$ cat config.mk
export PLATFORM = sky130hd
export DESIGN_NAME = odd_seq_monitor
export DESIGN_NICKNAME = d
export VERILOG_FILES = /design/src/rtl/odd_seq_monitor.sv
export SDC_FILE = /design/constraint.sdc
export NUM_CORES = 1
export LEC_CHECK = 0
export BUFFER_PORTS_ARGS = -buffer_cell sky130_fd_sc_hd__buf_2
export CORE_UTILIZATION = 40
export DETAILED_ROUTE_END_ITERATION = 7
export RECOVER_POWER = 100
export SLEW_MARGIN = 20
export SYNTH_ARGS = -nofsm -noshare
export SYNTH_HDL_FRONTEND = slang
export SYNTH_SLANG_ARGS = --single-unit
$ cat constraint.sdc
create_clock -name clk -period 1.95 [get_ports clk]
set_clock_uncertainty 0.15 [all_clocks]
set_input_delay 0.195 -clock clk [delete_from_list [all_inputs] [get_ports clk]]
set_output_delay 0.195 -clock clk [all_outputs]
set_load 0.02 [all_outputs]
$ cat src/rtl/odd_seq_monitor.sv
// Checks an odd-counter stream: each valid sample must be odd and exactly +2 (mod 2^WIDTH)
// from the previous one. Locks after LOCK_CNT good samples; counts errors seen while locked.
module odd_seq_monitor #(
  parameter int WIDTH    = 8,
  parameter int LOCK_CNT = 4,
  parameter int ERR_W    = 8
) (
  input  logic             clk,
  input  logic             reset,
  input  logic [WIDTH-1:0] cnt_i,
  input  logic             valid_i,
  output logic             locked_o,
  output logic             err_o,
  output logic [ERR_W-1:0] err_cnt_o,
  output logic [WIDTH-1:0] last_o
);

  localparam int GW = $clog2(LOCK_CNT + 1);

  typedef enum logic [1:0] {
    IDLE,
    ACQ,
    LOCKED
  } state_t;

  state_t           state, state_n;
  logic [GW-1:0]    good_cnt, good_cnt_n;
  logic [GW:0]      good_inc;
  logic [WIDTH-1:0] prev, expected;
  logic [ERR_W-1:0] err_cnt, err_cnt_n;
  logic             err, err_n;
  logic             odd, good;

  assign expected = prev + WIDTH'(2);
  assign odd      = valid_i & cnt_i[0];
  assign good     = odd & (cnt_i == expected);
  assign good_inc = {1'b0, good_cnt} + (GW+1)'(1);

  always_comb begin
    state_n    = state;
    good_cnt_n = good_cnt;
    err_cnt_n  = err_cnt;
    err_n      = 1'b0;
    if (valid_i) begin
      unique case (state)
        IDLE: begin
          if (odd) begin
            if (LOCK_CNT == 1) begin
              state_n    = LOCKED;
              good_cnt_n = '0;
            end else begin
              state_n    = ACQ;
              good_cnt_n = GW'(1);
            end
          end
        end
        ACQ: begin
          if (good) begin
            if (good_inc >= (GW+1)'(LOCK_CNT)) begin
              state_n    = LOCKED;
              good_cnt_n = '0;
            end else begin
              good_cnt_n = good_inc[GW-1:0];
            end
          end else if (odd) begin
            // odd but off-sequence: this sample becomes the new reference
            good_cnt_n = GW'(1);
          end else begin
            state_n    = IDLE;
            good_cnt_n = '0;
          end
        end
        LOCKED: begin
          if (!good) begin
            err_n = 1'b1;
            if (err_cnt != '1) err_cnt_n = err_cnt + ERR_W'(1);
            if (odd) begin
              state_n    = ACQ;
              good_cnt_n = GW'(1);
            end else begin
              state_n    = IDLE;
              good_cnt_n = '0;
            end
          end
        end
        default: begin
          state_n    = IDLE;
          good_cnt_n = '0;
        end
      endcase
    end
  end

  always_ff @(posedge clk) begin
    if (reset) begin
      state    <= IDLE;
      good_cnt <= '0;
      prev     <= '0;
      err      <= 1'b0;
      err_cnt  <= '0;
    end else begin
      state    <= state_n;
      good_cnt <= good_cnt_n;
      err      <= err_n;
      err_cnt  <= err_cnt_n;
      if (valid_i) prev <= cnt_i;
    end
  end

  assign locked_o  = (state == LOCKED);
  assign err_o     = err;
  assign err_cnt_o = err_cnt;
  assign last_o    = prev;

endmodule
# Word level (Yosys, flattened, before mapping)
# Index checks and enable logic that the tools add are counted.
# W data, S select, Z words.
# word_totals
wordCells	41
reg_bits	22
out_inout_bits	18
input_bits	11
# classes
n_addsub	3
magnitude_cmp	1
muxes	14
bitwise_logic	5
eq_ne	8
reduce_logical	5
# op_table
op	n
$mux W3	4
$mux W2	5
$pmux W3 S3	1
$add A8 B1 Y8 const B	1
$add A8 B2 Y8 const B	1
$eq A8 B8 Y1	1
$ne A8 B8 Y1 const B	1
$ne A3 B3 Y1 const B	2
$pmux W2 S3	1
$reduce_and A5 Y1	1
$add A3 B1 Y4 const B	1
$ge A4 B3 Y1 const B	1
$ne A2 B2 Y1 const B	2
$reduce_and A4 Y1	1
$mux W1	3
$not A1 Y1	3
$reduce_and A3 Y1	1
$reduce_or A3 Y1	1
$and A1 B1 Y1	2
$eq A2 B1 Y1 const B	1
$eq A2 B2 Y1 const B	1
$logic_not A2 Y1	1

# Depth between registers and ports, before layout
# Gate-level depths: netlist (run 1).
# logic_depth
depth_word	5
mapped_depth	8
mapped_depth_nobuf	7

# Worst setup path after synthesis (run 1)
# OpenSTA, ideal clock, no wires.
# synth_path
kind	register to register
start	register prev[1] (netlist: last_o[1])
end	register good_cnt[0]
period_less_slack_ns	2.174
setup_ns	0.126
required_ns	1.674
n_path_buf	0
path_slack_ns	-0.224
stages_incl_launch_ff	8
t_arrival_ns	1.898
cell_sequence	dfxtp_1 ha_1 xor2_1 nor2_1 nand2_1 or4_1 o21ai_0 o21ai_0
# synth_between
elab_chain_len	5
elab_cells_between_ends	7
classes_between	add/sub: 1; eq/ne: 2; mux: 2; bitwise: 1; reduce/logical: 1
# synth_rtl
item	line	source
from (decl)	29	logic [WIDTH-1:0] prev, expected;
from (signal assigned)	106	if (valid_i) prev <= cnt_i;
$add A8 B2 Y8 (*)	34	assign expected = prev + WIDTH'(2);
$eq A8 B8 Y1 (*)	36	assign good = odd & (cnt_i == expected);
$and A1 B1 Y1 (*)	36	
$mux W3 or $ne A2 B2 Y1 (tied branches)	--	
$pmux W3 S3 or $reduce_and A3 Y1 (tied branches)	--	
to (signal assigned)	103	good_cnt <= good_cnt_n;
to (decl)	27	logic [GW-1:0] good_cnt, good_cnt_n;
# Every way passes the cells marked *; elsewhere a longest branch is shown, timed or not.
# A chain may end at the register's enable or synchronous reset.

# Worst setup path in the final report (run 1)
# layout_path
start	register prev[1] (netlist: last_o[1])
end	register state[1]
# layout_between
elab_chain_len	5
elab_cells_between_ends	9
classes_between	add/sub: 1; eq/ne: 4; mux: 2; bitwise: 1; reduce/logical: 1
# layout_rtl
item	line	source
$add A8 B2 Y8 (*)	34	
$eq A8 B8 Y1 (*)	36	
$and A1 B1 Y1 (*)	36	
$ne A3 B3 Y1 (no line), or another cell as far along	--	
$reduce_and A5 Y1 (no line) or $pmux W2 S3 (tied branches)	--	
to (signal assigned)	102	state <= state_n;
to (decl)	26	state_t state, state_n;
# Marked as above.

==> reports/results.ini, run 1 <==
[outcome]
status=complete, but fails checks
failed_checks=design-rule violations

[die]
dieHeight_um=57.93
std_cell_rows=19
io_pins=29
die_w_um=57.93
initial_utilization_pct=43.86
die_area_um2=3356
core_um2=2853

[synthesis]
syn-num-nets=161
synth-edff-count=0
yosysWarnings=0
ys_types=40
syn_area_per_cell_um2=8.512
yosysTopAreaCellShare_pct=35.20
syn_inst=147
synth.cell_area_um2=1251
yosys-top-cells-area=dfxtp_1 (35%), mux2i_1 (7.2%), nor2_1 (6.0%)
synth_area_leader_cell=dfxtp_1
synth_ff_type=dfxtp_1
yosysSeqAreaShare_pct=35.20
async_reset_ff_share_pct=0
ys_seq_elements=22

[sta]
slew_viol_final=0
setup_slack_ps=31.88
hold_violations=0
fmax_mhz=521.3
relSlewSlack_pct=70.58
period_needed_ps=1918
finalCritPeriodShare_pct=98.36
setup_violations=0
holdWs_ps=42.91
rsz0062_at_grt=true
worst_pin_slew_ps=441.2

[critical_path]
crit_type=reg2reg
end_kind=register
cp_slowest_cell=or4_4
worstPathArrival_ps=2030
cpPeakStageDelay_ps=500
cp-start-kind=register
required_ps=2060
path_max_fanout=3
rr_worst_depth=7
crit_chain=ha_4 > xor2_2 > nor2_2 > nand2_1 > or4_4 > o22a_1 > nor2_1

[clock_tree]
htreeDepth=1
clkSinkCount=22
clkTransAtPathRegs_ps=130
cts_tree=yes
clk_path_buf_depth=2
cts_buffers=3
clockRootBuffer=clkbuf_4
clock_latency_ps=310

[flow_run]
cap_violations=0

[global_route]
grtUsageTotal_pct=17.96
gr-total-overflow=0
first_global_vias=1177
antenna_found_initial=0
grt_max_degree=25
grt_pass1_wl_um=4733

[pwr]
fin_total_pwr_mw=0.9463
power_density_nw_per_um2=555.3
peakVddDrop_mv=0.3971
leakage_nw=0.7303

[drt]
remaining_drc_errors=1
wirelength_um=2669
vias=1179
dr.pass1.iters=6
wire_per_inst_um=12.08
routed_via_density=5.335
drt_iter0_drc=50
antenna_left=0

[finish]
fin_area_um2=1704
regArea_um2=459.2
multi_input_area_um2=873.3
drive_gt1_share_pct=38.42
areaGrowthSynthToFinish_pct=36.20
fin_cells=221
nets=205
antenna_cells=0
fillerInstances=268

[placed_design]
dp_cells=210
post-place-ws_ps=-42.71
gp_congestion=0.7570
placed_cell_area_um2=1505
io_buffers=28
dpl.hpwl_um=1977

[worst_hold_path]
min_path_cells=3
worstHoldPathType=in2reg

## path summary, 6_finish.rpt
path | slack, ps | startpoint | endpoint
max | 30 | last_o[1]$_SDFFE_PP0P_ | state[1]$_SDFFE_PP0P_
min | 40 | cnt_i[6] | last_o[6]$_SDFFE_PP0P_
max reg2reg | 30 | last_o[1]$_SDFFE_PP0P_ | state[1]$_SDFFE_PP0P_
min reg2reg | 350 | good_cnt[2]$_SDFFE_PP0P_ | good_cnt[2]$_SDFFE_PP0P_
## cell type report
cell class / count / area share (%)
multi-input combinational: 116 / 51.25
sequential: 22 / 26.95
timing repair buffer: 46 / 16.96
tap: 31 / 2.276
clock buffer: 4 / 2.129
inverter: 2 / 0.4405
## power breakdown
part           switching (mW)  leakage (nW)  internal, mW
Sequential             0.0161         0.183         0.464
Clock                   0.146        0.0210         0.114
Combinational           0.110         0.526        0.0961
## per-layer routing
layer  GRT usage, %  share of wire (%)  up-vias
li1               -                  -      605
met1          21.42                 45      542
met2          31.86                 50       27
met3          2.679                3.4        5
met4          7.823                1.8        0
met5              0                  0        -
## state kept, by name, summed over array words and instances (netlist names)
name	flops
err_o	1
err_cnt_o	8
state	2
good_cnt	3
last_o	8
## Yosys cell counts, drive strengths merged, types with 4 or more instances
cell	number
a21oi	10
nand3	7
o21ai	10
buf	5
nor2	20
xor2	6
or3	5
nand2b	4
dfxtp	22
nand2	9
xnor2	5
mux2i	9
## worst max-delay path, delay by kind of cell, from the launching register on
family          cells  cell delay, ps
fa+ha+maj           1             240
compound gates      1             170
flops               1             370
simple gates        4             800
xor+xnor            1             140
## layout by cell type, fill, tap and decap left out, drive strengths merged, types with 3 or more instances in the layout
master	count
buf	36
dfxtp	22
nor2	20
o21ai	10
a21oi	10
mux2i	9
nand2	9
clkbuf	8
nand3	7
dlygate4sd3	6
xor2	6
xnor2	5
or3	5
nand2b	4
and3	3
o21a	3
ha	3
## cell families after synthesis
| logic type | synth area share [%] |
|---|---|
| xor gates and xnor gates | 9.699 |
| AOI/OAI and AO/OA | 15.50 |
| adders and majority gates | 3.000 |
| DFF | 35.20 |
| muxes | 8.100 |
| and+or+nand+nor | 25.00 |
| buffers and inverters | 3.501 |
## what timing repair did
action	CTS	global route
resized for setup	4	18
setup buffers	0	1
hold endpoints to repair	6	0
cloned	0	0
endpoints found under the setup margin	8	11
hold buffers	6	0
pin swaps	2	1
## per-stage QoR
step	setup TNS, ps	util, %
2_1_floorplan	0	-
3_3_place_gp	-15.10	52.76
3_5_place_dp	-144.5	52.76
4_1_cts	0	56.84
5_1_grt	-198.5	59.74
6_report	0	59.74
(Power assumes the default switching activity.)
==> run 2, diff against run 1 <==
--- a/config.mk
+++ b/config.mk
@@ -5,9 +5,10 @@
 export SDC_FILE = /design/constraint.sdc
 export NUM_CORES = 1
 export LEC_CHECK = 0
-export BUFFER_PORTS_ARGS = -buffer_cell sky130_fd_sc_hd__buf_2
+export CORE_MARGIN = 4
 export CORE_UTILIZATION = 40
 export DETAILED_ROUTE_END_ITERATION = 7
+export DONT_BUFFER_PORTS = 1
 export RECOVER_POWER = 100
 export SLEW_MARGIN = 20
 export SYNTH_ARGS = -nofsm -noshare
==> reports/results.ini, run 2 (same netlist as run 1, synthesis figures left out) <==
[outcome]
status=complete, but fails checks
failed_checks=negative hold slack, negative setup slack

[worst_hold_path]
worstHoldPathType=in2reg
worstHoldEndpoint=good_cnt[2]$_SDFFE_PP0P_
min_path_cells=1
hold_start=reset

[critical_path]
reg2reg_from=last_o[1]$_SDFFE_PP0P_
rr_worst_depth=9
rrSetupSlack_ps=-50
worstPathArrival_ps=2090
cp-start-kind=register
crit_type=reg2reg
startpoint=last_o[1]$_SDFFE_PP0P_
end_kind=register
path_max_fanout=12
reg2reg_to=err_cnt_o[3]$_SDFFE_PP0P_
required_ps=2040

[placed_design]
placed_cell_area_um2=1471
dpl.hpwl_um=2154
io_buffers=0
gp_congestion=0.8091
post-place-ws_ps=-44.27

[die]
core_um2=3028
die_area_um2=4087
io_pins=29
std_cell_rows=20
dieHeight_um=63.93
die_w_um=63.93
initial_utilization_pct=41.32

[finish]
drive_gt1_share_pct=23.37
layout_commonest_cell=dfxtp_1
fin_area_um2=1709
fin_util_pct=56.45
areaGrowthSynthToFinish_pct=36.60
nets=199
layout_common_cells=dfxtp_1 (19), nor2_1 (18), dlygate4sd3_1 (15), buf_4 (13), clkbuf_1 (11)
regArea_um2=451.7
fillerInstances=299
multi_input_area_um2=858.3
antenna_cells=0

[clock_tree]
htreeDepth=1
holdBufCountCts=15
clkSinkCount=22
cts_buffers=3
cts_tree=yes
clkTransAtPathRegs_ps=130
clk_path_buf_depth=2
clockRootBuffer=clkbuf_4
clock_latency_ps=310

[global_route]
grt_max_degree=25
gr-total-overflow=0
grtUsageTotal_pct=16.70
grt_pass1_wl_um=5513
first_global_vias=1310
antenna_found_initial=0

[sta]
setup_slack_ps=-45.94
worst_pin_slew_ps=446.2
setup_violations=6
slew_viol_final=0
finalCritPeriodShare_pct=102.4
rsz0062_at_grt=true
period_needed_ps=1996
hold_violations=9
relSlewSlack_pct=70.25
fmax_mhz=501.0
holdWs_ps=-221.2

[pwr]
peakVddDrop_mv=0.2893
leakage_nw=0.6707
power_density_nw_per_um2=544.6
fin_total_pwr_mw=0.9308

[drt]
drt_iter0_drc=41
dr.pass1.iters=4
routed_via_density=5.289
wirelength_um=3121
wire_per_inst_um=13.69
vias=1206
antenna_left=0
remaining_drc_errors=0

[flow_run]
cap_violations=0

## run 2: final cells by class
cell class,count,share of cell area [%]
clock buffers,4,2.123
inverters,2,0.4392
multi-input cells,116,50.22
flip-flops and latches,22,26.43
well taps,44,3.221
repair buffers,40,17.57
## run 2: worst max path at each step
stage	slack, ps	end	cells past startpoint
after global placement	-7	good_cnt[0]$_SDFFE_PP0P_	7
after global routing	-140	state[1]$_SDFFE_PP0P_	6
final	-50	err_cnt_o[3]$_SDFFE_PP0P_	9
after floorplan	0.3	good_cnt[0]$_SDFFE_PP0P_	7
after detailed placement	-40	good_cnt[0]$_SDFFE_PP0P_	7
after CTS	-20	err_cnt_o[5]$_SDFFE_PP0P_	9
## run 2: what timing repair did
item,CTS,global route
hold endpoints to repair,22,9
gates resized for setup,5,11
endpoints found under the setup margin,9,13
pin swaps,6,3
cloned,0,0
buffers inserted,1,1
## run 2: power by group
| group | leakage (nW) | internal (mW) | total [mW] | switching, mW |
|---|---|---|---|---|
| Combinational | 0.468 | 0.100 | 0.195 | 0.0950 |
| Clock | 0.0210 | 0.114 | 0.255 | 0.141 |
| Sequential | 0.181 | 0.464 | 0.480 | 0.0164 |
| Total | 0.671 | 0.678 | 0.931 | 0.253 |
## run 2: metrics by stage
stage | hold WS (ps) | instances | TNS [ps]
2_1_floorplan | 191.3 | 147 | 0
3_3_place_gp | 110.9 | 207 | -11.94
3_5_place_dp | 114.2 | 207 | -233.5
4_1_cts | -221.8 | 227 | -75.98
5_1_grt | -239.4 | 228 | -1217
6_report | -221.2 | 228 | -184.2
## run 2: per-layer routing
metal  vias to the layer above  routed length, um  track usage (%)
met5                         -                  0                0
met3                         6                190            4.569
met2                        29               1667            30.97
met1                       575               1206            17.52
li1                        596                  -                -
met4                         0                 57            6.739
## run 2: critical path: stages, from the launching register on
cell and delay, ps:
dfxtp_4 380, ha_4 250, xor2_1 140, nor2_1 70, buf_4 140, o2111ai_2 70, o21ai_2 90, buf_6 150
or3_1 350, a21oi_1 140
==> run 3, diff against run 2 <==
--- a/config.mk
+++ b/config.mk
@@ -9,6 +9,7 @@
 export CORE_UTILIZATION = 40
 export DETAILED_ROUTE_END_ITERATION = 7
 export DONT_BUFFER_PORTS = 1
+export PLACE_DENSITY_LB_ADDON = 0.12
 export RECOVER_POWER = 100
 export SLEW_MARGIN = 20
 export SYNTH_ARGS = -nofsm -noshare
==> reports/results.ini, run 3 (same netlist as run 1, synthesis figures left out) <==
[die]
initial_utilization_pct=41.32
std_cell_rows=20
io_pins=29
dieHeight_um=63.93
die_area_um2=4087
die_w_um=63.93
core_um2=3028

[worst_hold_path]
min_path_cells=3
worstHoldEndpoint=state[1]$_SDFFE_PP0P_
worstHoldPathType=in2reg
hold_start=valid_i

[critical_path]
crit_chain=and3_1 > and4_4 > o2111ai_2 > o21ai_2 > buf_6 > or3_1 > a21oi_1
reg2reg_from=last_o[3]$_SDFFE_PP0P_
path_max_fanout=11
worstPathArrival_ps=2030
rr_worst_depth=7
crit_type=reg2reg
cpPeakStageDelay_ps=390
cp-start-kind=register
reg2reg_to=err_cnt_o[3]$_SDFFE_PP0P_
end_kind=register
required_ps=2030
cp_slowest_cell=dfxtp_4
rrSetupSlack_ps=0.2

[sta]
setup_tns_ps=0
holdWs_ps=52.77
period_needed_ps=1950
hold_violations=0
rsz0062_at_grt=true
setup_slack_ps=0.1610
setup_violations=0
relSlewSlack_pct=59.01
finalCritPeriodShare_pct=99.99
slew_viol_final=0
fmax_mhz=512.9
worst_pin_slew_ps=612.8

[drt]
wirelength_um=3021
drt_iter0_drc=68
antenna_left=0
vias=1161
routed_via_density=5.253
dr.pass1.iters=4
wire_per_inst_um=13.67
remaining_drc_errors=0

[placed_design]
post-place-ws_ps=-25.95
io_buffers=0
gp_congestion=0.8725
dp_cells=206
dpl.hpwl_um=2083
placed_cell_area_um2=1464

[pwr]
fin_total_pwr_mw=0.8892
leakage_nw=0.6375
peakVddDrop_mv=0.3117
power_density_nw_per_um2=542.9

[global_route]
grt_max_degree=19
antenna_found_initial=0
first_global_vias=1229
grt_pass1_wl_um=5333
grtUsageTotal_pct=16.13
gr-total-overflow=0

[finish]
fin_area_um2=1638
fin_util_pct=54.09
antenna_cells=0
areaGrowthSynthToFinish_pct=30.90
fillerInstances=302
drive_gt1_share_pct=23.73
fin_cells=221
layout_common_cells=nor2_1 (18), dfxtp_1 (18), buf_4 (12), dlygate4sd3_1 (11), a21oi_1 (10)
nets=192

[clock_tree]
clk_path_buf_depth=2
htreeDepth=1
clock_latency_ps=300
clockRootBuffer=clkbuf_4
cts_buffers=3
cts_tree=yes
clkSinkCount=22
clkTransAtPathRegs_ps=120

[outcome]
status=completed

[flow_run]
cap_violations=0

run 3: final cells by class:
cell class              instances  area (um^2)  area share [%]
inverters                       2        7.507          0.4584
well taps                      44        55.05           3.361
repair buffers                 33        252.7           15.43
multi-input cells             116        843.3           51.49
flip-flops and latches         22        452.9           27.65
clock buffers                   4        26.28           1.604
run 3: worst max-delay path, delay by kind of cell, from the launching register on:
family / cells / cell delay [ps]
and+or+nand+nor: 3 / 740
AOI/OAI and AO/OA: 3 / 450
buffers and inverters: 1 / 150
DFF: 1 / 390
run 3: how the worst max path moves through the flow:
stage,startpoint,endpoint,slack [ps]
floorplan,last_o[1]$_SDFFE_PP0P_,good_cnt[0]$_SDFFE_PP0P_,0.3
finish,last_o[3]$_SDFFE_PP0P_,err_cnt_o[3]$_SDFFE_PP0P_,0.2
detailed placement,last_o[3]$_SDFFE_PP0P_,err_cnt_o[3]$_SDFFE_PP0P_,-30
CTS,last_o[2]$_SDFFE_PP0P_,state[1]$_SDFFE_PP0P_,-10
global route,last_o[2]$_SDFFE_PP0P_,err_cnt_o[5]$_SDFFE_PP0P_,-120
global placement,last_o[1]$_SDFFE_PP0P_,good_cnt[0]$_SDFFE_PP0P_,-20
run 3: repair_timing:
| action | in CTS | in global routing |
|---|---|---|
| hold buffers | 11 | 0 |
| buffers inserted | 0 | 0 |
| pin swaps | 7 | 2 |
| endpoints found under the hold margin | 22 | 0 |
| resized for setup | 6 | 10 |
| setup endpoints to repair | 11 | 14 |
run 3: where the power goes:
part | switching, mW | internal, mW | leakage (nW)
logic | 0.100 | 0.0948 | 0.441
clock network | 0.135 | 0.0796 | 0.0150
registers | 0.0148 | 0.464 | 0.182
run 3: routing by layer:
layer / up-vias / share of wire [%] / GRT usage, %
met5: - / 0 / 0
met4: 0 / 0.40 / 4.582
met3: 2 / 5.6 / 3.691
met2: 20 / 54 / 29.29
met1: 557 / 40 / 18.66
li1: 582 / - / -
